## config.mk

```make
export PLATFORM = sky130hd
export DESIGN_NAME = mem_arbiter
export DESIGN_NICKNAME = d
export VERILOG_FILES = /design/src/rtl/mem_arbiter.sv
export SDC_FILE = /design/constraint.sdc
export NUM_CORES = 1
export LEC_CHECK = 0
export ABC_CLOCK_PERIOD_IN_PS = 2200
export CAP_MARGIN = 20
export CORE_AREA = 5 5 292 294
export CTS_BUF_LIST = sky130_fd_sc_hd__clkbuf_16
export CTS_CLUSTER_SIZE = 24
export DETAILED_ROUTE_END_ITERATION = 10
export DIE_AREA = 0 0 297 299
export PLACE_DENSITY_LB_ADDON = 0.25
export SYNTH_ARGS = -nofsm -noshare
export SYNTH_HDL_FRONTEND = slang
export SYNTH_SLANG_ARGS = --single-unit
export TNS_END_PERCENT = 10
```

## constraint.sdc

```tcl
create_clock -name clk -period 2.2 [get_ports clk]
set_input_delay 0.44 -clock clk [delete_from_list [all_inputs] [get_ports clk]]
set_output_delay 0.44 -clock clk [all_outputs]
set_load 0.05 [all_outputs]
```

## src/rtl/mem_arbiter.sv

```systemverilog
// Two-port (icache/dcache) arbiter onto a single backing-memory port, one transaction in flight.
// Define MEM_ARB_ROUND_ROBIN_EN for round-robin arbitration; default is fixed dcache priority.
module mem_arbiter #(
    parameter int ADDR_WIDTH = 32,
    parameter int LINE_WIDTH = 128
) (
    input  logic                  clk,
    input  logic                  rst_n,
    input  logic                  i_req_valid,
    output logic                  i_req_ready,
    input  logic [ADDR_WIDTH-1:0] i_req_addr,
    output logic                  i_resp_valid,
    output logic [LINE_WIDTH-1:0] i_resp_data,
    input  logic                  d_req_valid,
    output logic                  d_req_ready,
    input  logic [ADDR_WIDTH-1:0] d_req_addr,
    input  logic                  d_req_write,
    input  logic [LINE_WIDTH-1:0] d_req_wdata,
    output logic                  d_resp_valid,
    output logic [LINE_WIDTH-1:0] d_resp_data,
    output logic                  mem_req_valid,
    input  logic                  mem_req_ready,
    output logic [ADDR_WIDTH-1:0] mem_req_addr,
    output logic                  mem_req_write,
    output logic [LINE_WIDTH-1:0] mem_req_wdata,
    input  logic                  mem_resp_valid,
    input  logic [LINE_WIDTH-1:0] mem_resp_data
);

    localparam logic [1:0] S_IDLE = 2'd0;
    localparam logic [1:0] S_REQ  = 2'd1;
    localparam logic [1:0] S_RESP = 2'd2;

    logic [1:0]            state;
    logic                  owner_d;
    logic [ADDR_WIDTH-1:0] addr_q;
    logic                  write_q;
    logic [LINE_WIDTH-1:0] wdata_q;
    logic [LINE_WIDTH-1:0] rdata_q;
    logic                  i_resp_q;
    logic                  d_resp_q;
    logic                  grant_i;
    logic                  grant_d;
    logic                  accept;

`ifdef MEM_ARB_ROUND_ROBIN_EN
    // prefer_i set means the icache wins the next tie (dcache was granted last)
    logic prefer_i;

    always_comb begin
        grant_d = d_req_valid && !(i_req_valid && prefer_i);
        grant_i = i_req_valid && !grant_d;
    end

    always_ff @(posedge clk or negedge rst_n) begin
        if (!rst_n)
            prefer_i <= 1'b0;
        else if (accept)
            prefer_i <= grant_d;
    end
`else
    always_comb begin
        grant_d = d_req_valid;
        grant_i = i_req_valid && !d_req_valid;
    end
`endif

    assign i_req_ready = (state == S_IDLE) && grant_i;
    assign d_req_ready = (state == S_IDLE) && grant_d;
    assign accept      = i_req_ready || d_req_ready;

    always_ff @(posedge clk or negedge rst_n) begin
        if (!rst_n) begin
            state    <= S_IDLE;
            owner_d  <= 1'b0;
            addr_q   <= '0;
            write_q  <= 1'b0;
            wdata_q  <= '0;
            rdata_q  <= '0;
            i_resp_q <= 1'b0;
            d_resp_q <= 1'b0;
        end else begin
            i_resp_q <= 1'b0;
            d_resp_q <= 1'b0;
            case (state)
                S_IDLE: begin
                    if (accept) begin
                        owner_d <= grant_d;
                        addr_q  <= grant_d ? d_req_addr : i_req_addr;
                        write_q <= grant_d && d_req_write;
                        wdata_q <= grant_d ? d_req_wdata : '0;
                        state   <= S_REQ;
                    end
                end
                S_REQ: begin
                    if (mem_req_ready)
                        state <= S_RESP;
                end
                S_RESP: begin
                    if (mem_resp_valid) begin
                        rdata_q  <= mem_resp_data;
                        i_resp_q <= !owner_d;
                        d_resp_q <= owner_d;
                        state    <= S_IDLE;
                    end
                end
                default: state <= S_IDLE;
            endcase
        end
    end

    assign mem_req_valid = (state == S_REQ);
    assign mem_req_addr  = addr_q;
    assign mem_req_write = write_q;
    assign mem_req_wdata = wdata_q;
    assign i_resp_valid  = i_resp_q;
    assign d_resp_valid  = d_resp_q;
    assign i_resp_data   = rdata_q;
    assign d_resp_data   = rdata_q;

endmodule

```

### Yosys cells after proc, flatten, opt, wreduce, memory -nomap -nowiden

Cells that the tools add are included.

| storage, ports and cells | value |
|---|---|
| flip-flop bits (word level) | 294 |
| word-level logic and storage cells | 34 |

| cells by class | value |
|---|---|
| eq/ne operators | 5 |
| muxes and demuxes | 10 |
| reduce and logical (&&, ||, !) cells | 11 |

Operators by type and width:

| kind | number |
|---|---|
| 2-to-1 mux 128 bit | 1 |
| 2-to-1 mux 32 bit | 1 |
| 2-to-1 mux 2 bit | 3 |
| case mux 2 bit (3 select lines) | 1 |
| logical AND 1 bit | 4 |
| 2-to-1 mux 1 bit | 4 |
| inequality test 2 bit, second input constant | 2 |
| AND reduction 2 bit | 2 |
| AND reduction 3 bit | 1 |
| == test 2 x 1 -> 1 bit, second input constant | 1 |
| == test 2 bit, second input constant | 1 |
| zero test 1 bit | 2 |
| zero test 2 bit | 1 |
| inequality test 2 x 1 -> 1 bit, second input constant | 1 |
| logical OR 1 bit | 1 |

### Depth between registers and ports, before layout

| logic depth | value |
|---|---|
| word-level depth | 6 |
| depth in mapped cells | 6 |
| mapped depth without buffers | 3 |

### Worst setup path after synthesis

No wires, ideal clock.

| timing | value |
|---|---|
| path type | input-to-output |
| from | input d_req_valid |
| to | output i_req_ready |
| data arrival time | 2455 ps |
| required time | 1760 ps |
| setup slack | -695 ps |
| stages | 3 |
| buffers on the path | 2 |
| cell sequence | buf_2 > buf_2 > nor4b_1 |

| on the way | value |
|---|---|
| cells in the longest elaborated chain, start to end | 3 |

RTL lines:

| item | RTL line | source |
|---|---|---|
| from (decl) | 14 | `input logic d_req_valid,` |
| zero test 1 bit | 64 | `grant_i = i_req_valid && !d_req_valid;` |
| logical AND 1 bit | 64 |  |
| logical AND 1 bit | 68 | `assign i_req_ready = (state == S_IDLE) && grant_i;` |
| to (decl) | 10 | `output logic i_req_ready,` |

No other way between the ends.

### Worst setup path in the final report

| timing | value |
|---|---|
| from | register addr_q[5], in the netlist mem_req_addr[5] |
| to | output mem_req_addr[5] |

RTL lines:

| item | RTL line | source |
|---|---|---|
| from (decl) | 36 | `logic [ADDR_WIDTH-1:0] addr_q;` |
| from (signal assigned) | 89 | `addr_q <= grant_d ? d_req_addr : i_req_addr;` |
| to (decl) | 23 | `output logic [ADDR_WIDTH-1:0] mem_req_addr,` |

No word-level cell between the ends.

==> out/results.tsv <==
metric	value	unit
status	finished, final reports clean	
wirelength	49.6	mm
path_cells	clkdlybuf4s50_1	
h-tree-depth	2	
grt_max_degree	63	
ys.warnings.count	0	
critPathTopFamily	buffers and inverters	
die_y	299	microns
area_growth	75.0	%
synth_compound_area_share	9.69	%
worstSetupEndpointType	output port	
yosys.cell_count.top_type	dfrtp_1	
crit_buf_inv	1	
netlist_area	11900	sq um
synthFlopType	dfrtp_1	
dr.pass1.iters	4	
synthAdderAreaFrac	0	%
hold_ws	417	ps
clk-insertion-delay-late	530	ps
yosysSeqAreaShare	61.6	%
synth_seq_cells	294	
grt_util_all_layers	10.6	%
fin_crit_sh	97.3	%
drtIter0Drc	240	
path_class	reg2out	
vias	9105	
antenna_found_initial	3	
syn_area_per_cell	14.8	sq um
core_area	82600	sq um
critPathMaxStageDelay	820	ps
clockBufferDepth	3	
numPortBuffers	748	
yosys-top-cells-count	dfrtp_1 (294), mux2_2 (192), a22o_1 (130)	
setup_viol	0	
drive_gt1_share	20.5	%
start_util	14.4	%
async_flop_share	100	%
grt_pass1_wl	72.1	mm
cp.arrival	1700	ps
numCtsBuffers	37	
yosysUniqueCellTypes	16	
cts_root_buffer	clkbuf_16	
overflow	0	
grt_setup_unrepaired	false	
clock-sinks	294	
yosys.area.top_type_share	61.6	%
dieArea	88800	sq um
maxCapViolCount	0	
drv_slew	0	
synth_edf_count	0	
final_nets	1789	
synthCells	808	
num_rows	106	
yosysTopAreaCell	dfrtp_1	
synth_mux_area_share	18.1	%
tritoncts	yes	
fmax	467	MHz
grt_pass1_vias	10400	
gp_congestion	0.774	
die_w	297	microns
tightest_slew	579	ps
synth_top_family_by_area	multiplexers	
viasPerCell	3.55	
fin_crit	2140	ps
clk_pin_slew_worst_paths	60	ps
cpMaxStageDelayCell	clkdlybuf4s50_1	
post-dp-hpwl	39.0	mm
synth-simple-area-share	0.419	%
maxSlewHeadroom	61.5	%
crit_required	1760	ps
n_fill_cell	8782	
syn_nets	1135	
hold_violations	0	
cp-start-kind	flip-flop	
critPathMaxFanout	2	
finClkSkew	7.08	ps
ios	749	
route.detailed.drc	0	
wl_per_cell	19.3	microns
synth_xor_xnor_area_share	0	%
hp-class	in2async	
final_antenna_net_count	0	
ys_top_cells_by_area	dfrtp_1 (62%), mux2_2 (18%), a22o_1 (9.5%)	
through the flow:
stage | area, sq um | cells | utilization, % | worst slack, ps | setup TNS (ps)
final | 20900 | 2568 | 25.3 | 60.4 | 0
after global routing | 20900 | 2568 | 25.3 | 0.0685 | 0
after CTS | 20800 | 2567 | 25.1 | -77.0 | -77.0
after detailed placement | 20000 | 2500 | 24.2 | 166 | 0
after global placement | 20000 | 2500 | 24.2 | 168 | 0
after floorplan | 11900 | 808 | - | 0.534 | 0
path summary, 6_finish.rpt:
| kind | slack, ps | end | startpoint | cells past startpoint |
|---|---|---|---|---|
| setup / recovery | 60 | mem_req_addr[5] | mem_req_addr[5] | 1 |
| hold / removal | 420 | mem_req_addr[13] | rst_n | 2 |
| setup reg to reg | 380 | mem_req_wdata[6] | state[0] | 5 |
| hold reg to reg | 420 | i_resp_valid | owner_d | 1 |
| max in group asynchronous | 1020 | mem_req_wdata[20] | rst_n | 3 |
| min in group clk | 420 | i_resp_valid | owner_d | 1 |
registers in the layout, summed over array words and instances (netlist names):
signal / flops
d_resp_data: 128
d_resp_valid: 1
i_resp_valid: 1
mem_req_addr: 32
mem_req_wdata: 128
mem_req_write: 1
owner_d: 1
state: 2
layout by cell type, fill, tap and decap left out, drive strengths merged:
cell,netlist,layout
a21oi,1,1
a22o,130,130
and2,1,1
buf,173,58
bufinv,0,3
clkbuf,5,39
clkdlybuf4s50,0,346
clkinv,0,7
clkinvlp,0,3
dfrtp,294,294
diode,0,1
dlygate4sd2,0,343
dlygate4sd3,0,1
dlymetal6s2s,0,45
inv,2,14
mux2,192,192
nand2b,1,1
nand3b,1,1
nor2,4,4
nor4b,1,1
o21ai,2,2
or2,1,1
cells by family after synthesis:
kind of cell / count (synthesis)
DFF: 294
muxes: 192
buffers and inverters: 180
AOI/OAI and AO/OA: 133
and+or+nand+nor: 9
cell type report:
class | count | area [sq um] | share of cell area, %
inverter | 2 | 7.51 | 0.0359
timing repair buffer | 793 | 7610 | 36.4
sequential | 294 | 7360 | 35.2
tap | 1080 | 1350 | 6.47
antenna | 1 | 2.50 | 0.0120
clock buffer | 39 | 976 | 4.67
multi-input combinational | 334 | 3390 | 16.2
clock inverter | 25 | 193 | 0.922
repair_timing:
action                                  in CTS  in global routing
buffers inserted                             2                  0
endpoints found under the setup margin     346                 46
hold buffers                                 1                  0
endpoints found under the hold margin       33                  0
gates resized for setup                    344                 47
layer usage:
metal,global-route usage [%],wire (microns),vias to the layer above
met5,0,0,-
met1,11.3,18000,4522
met3,3.94,4220,65
met4,3.10,1280,0
li1,-,-,4073
met2,19.6,26100,445
Power is left out: the tool's default activity adds up to more than one toggle a clock period on the data nets, which glitch-free logic cannot reach.
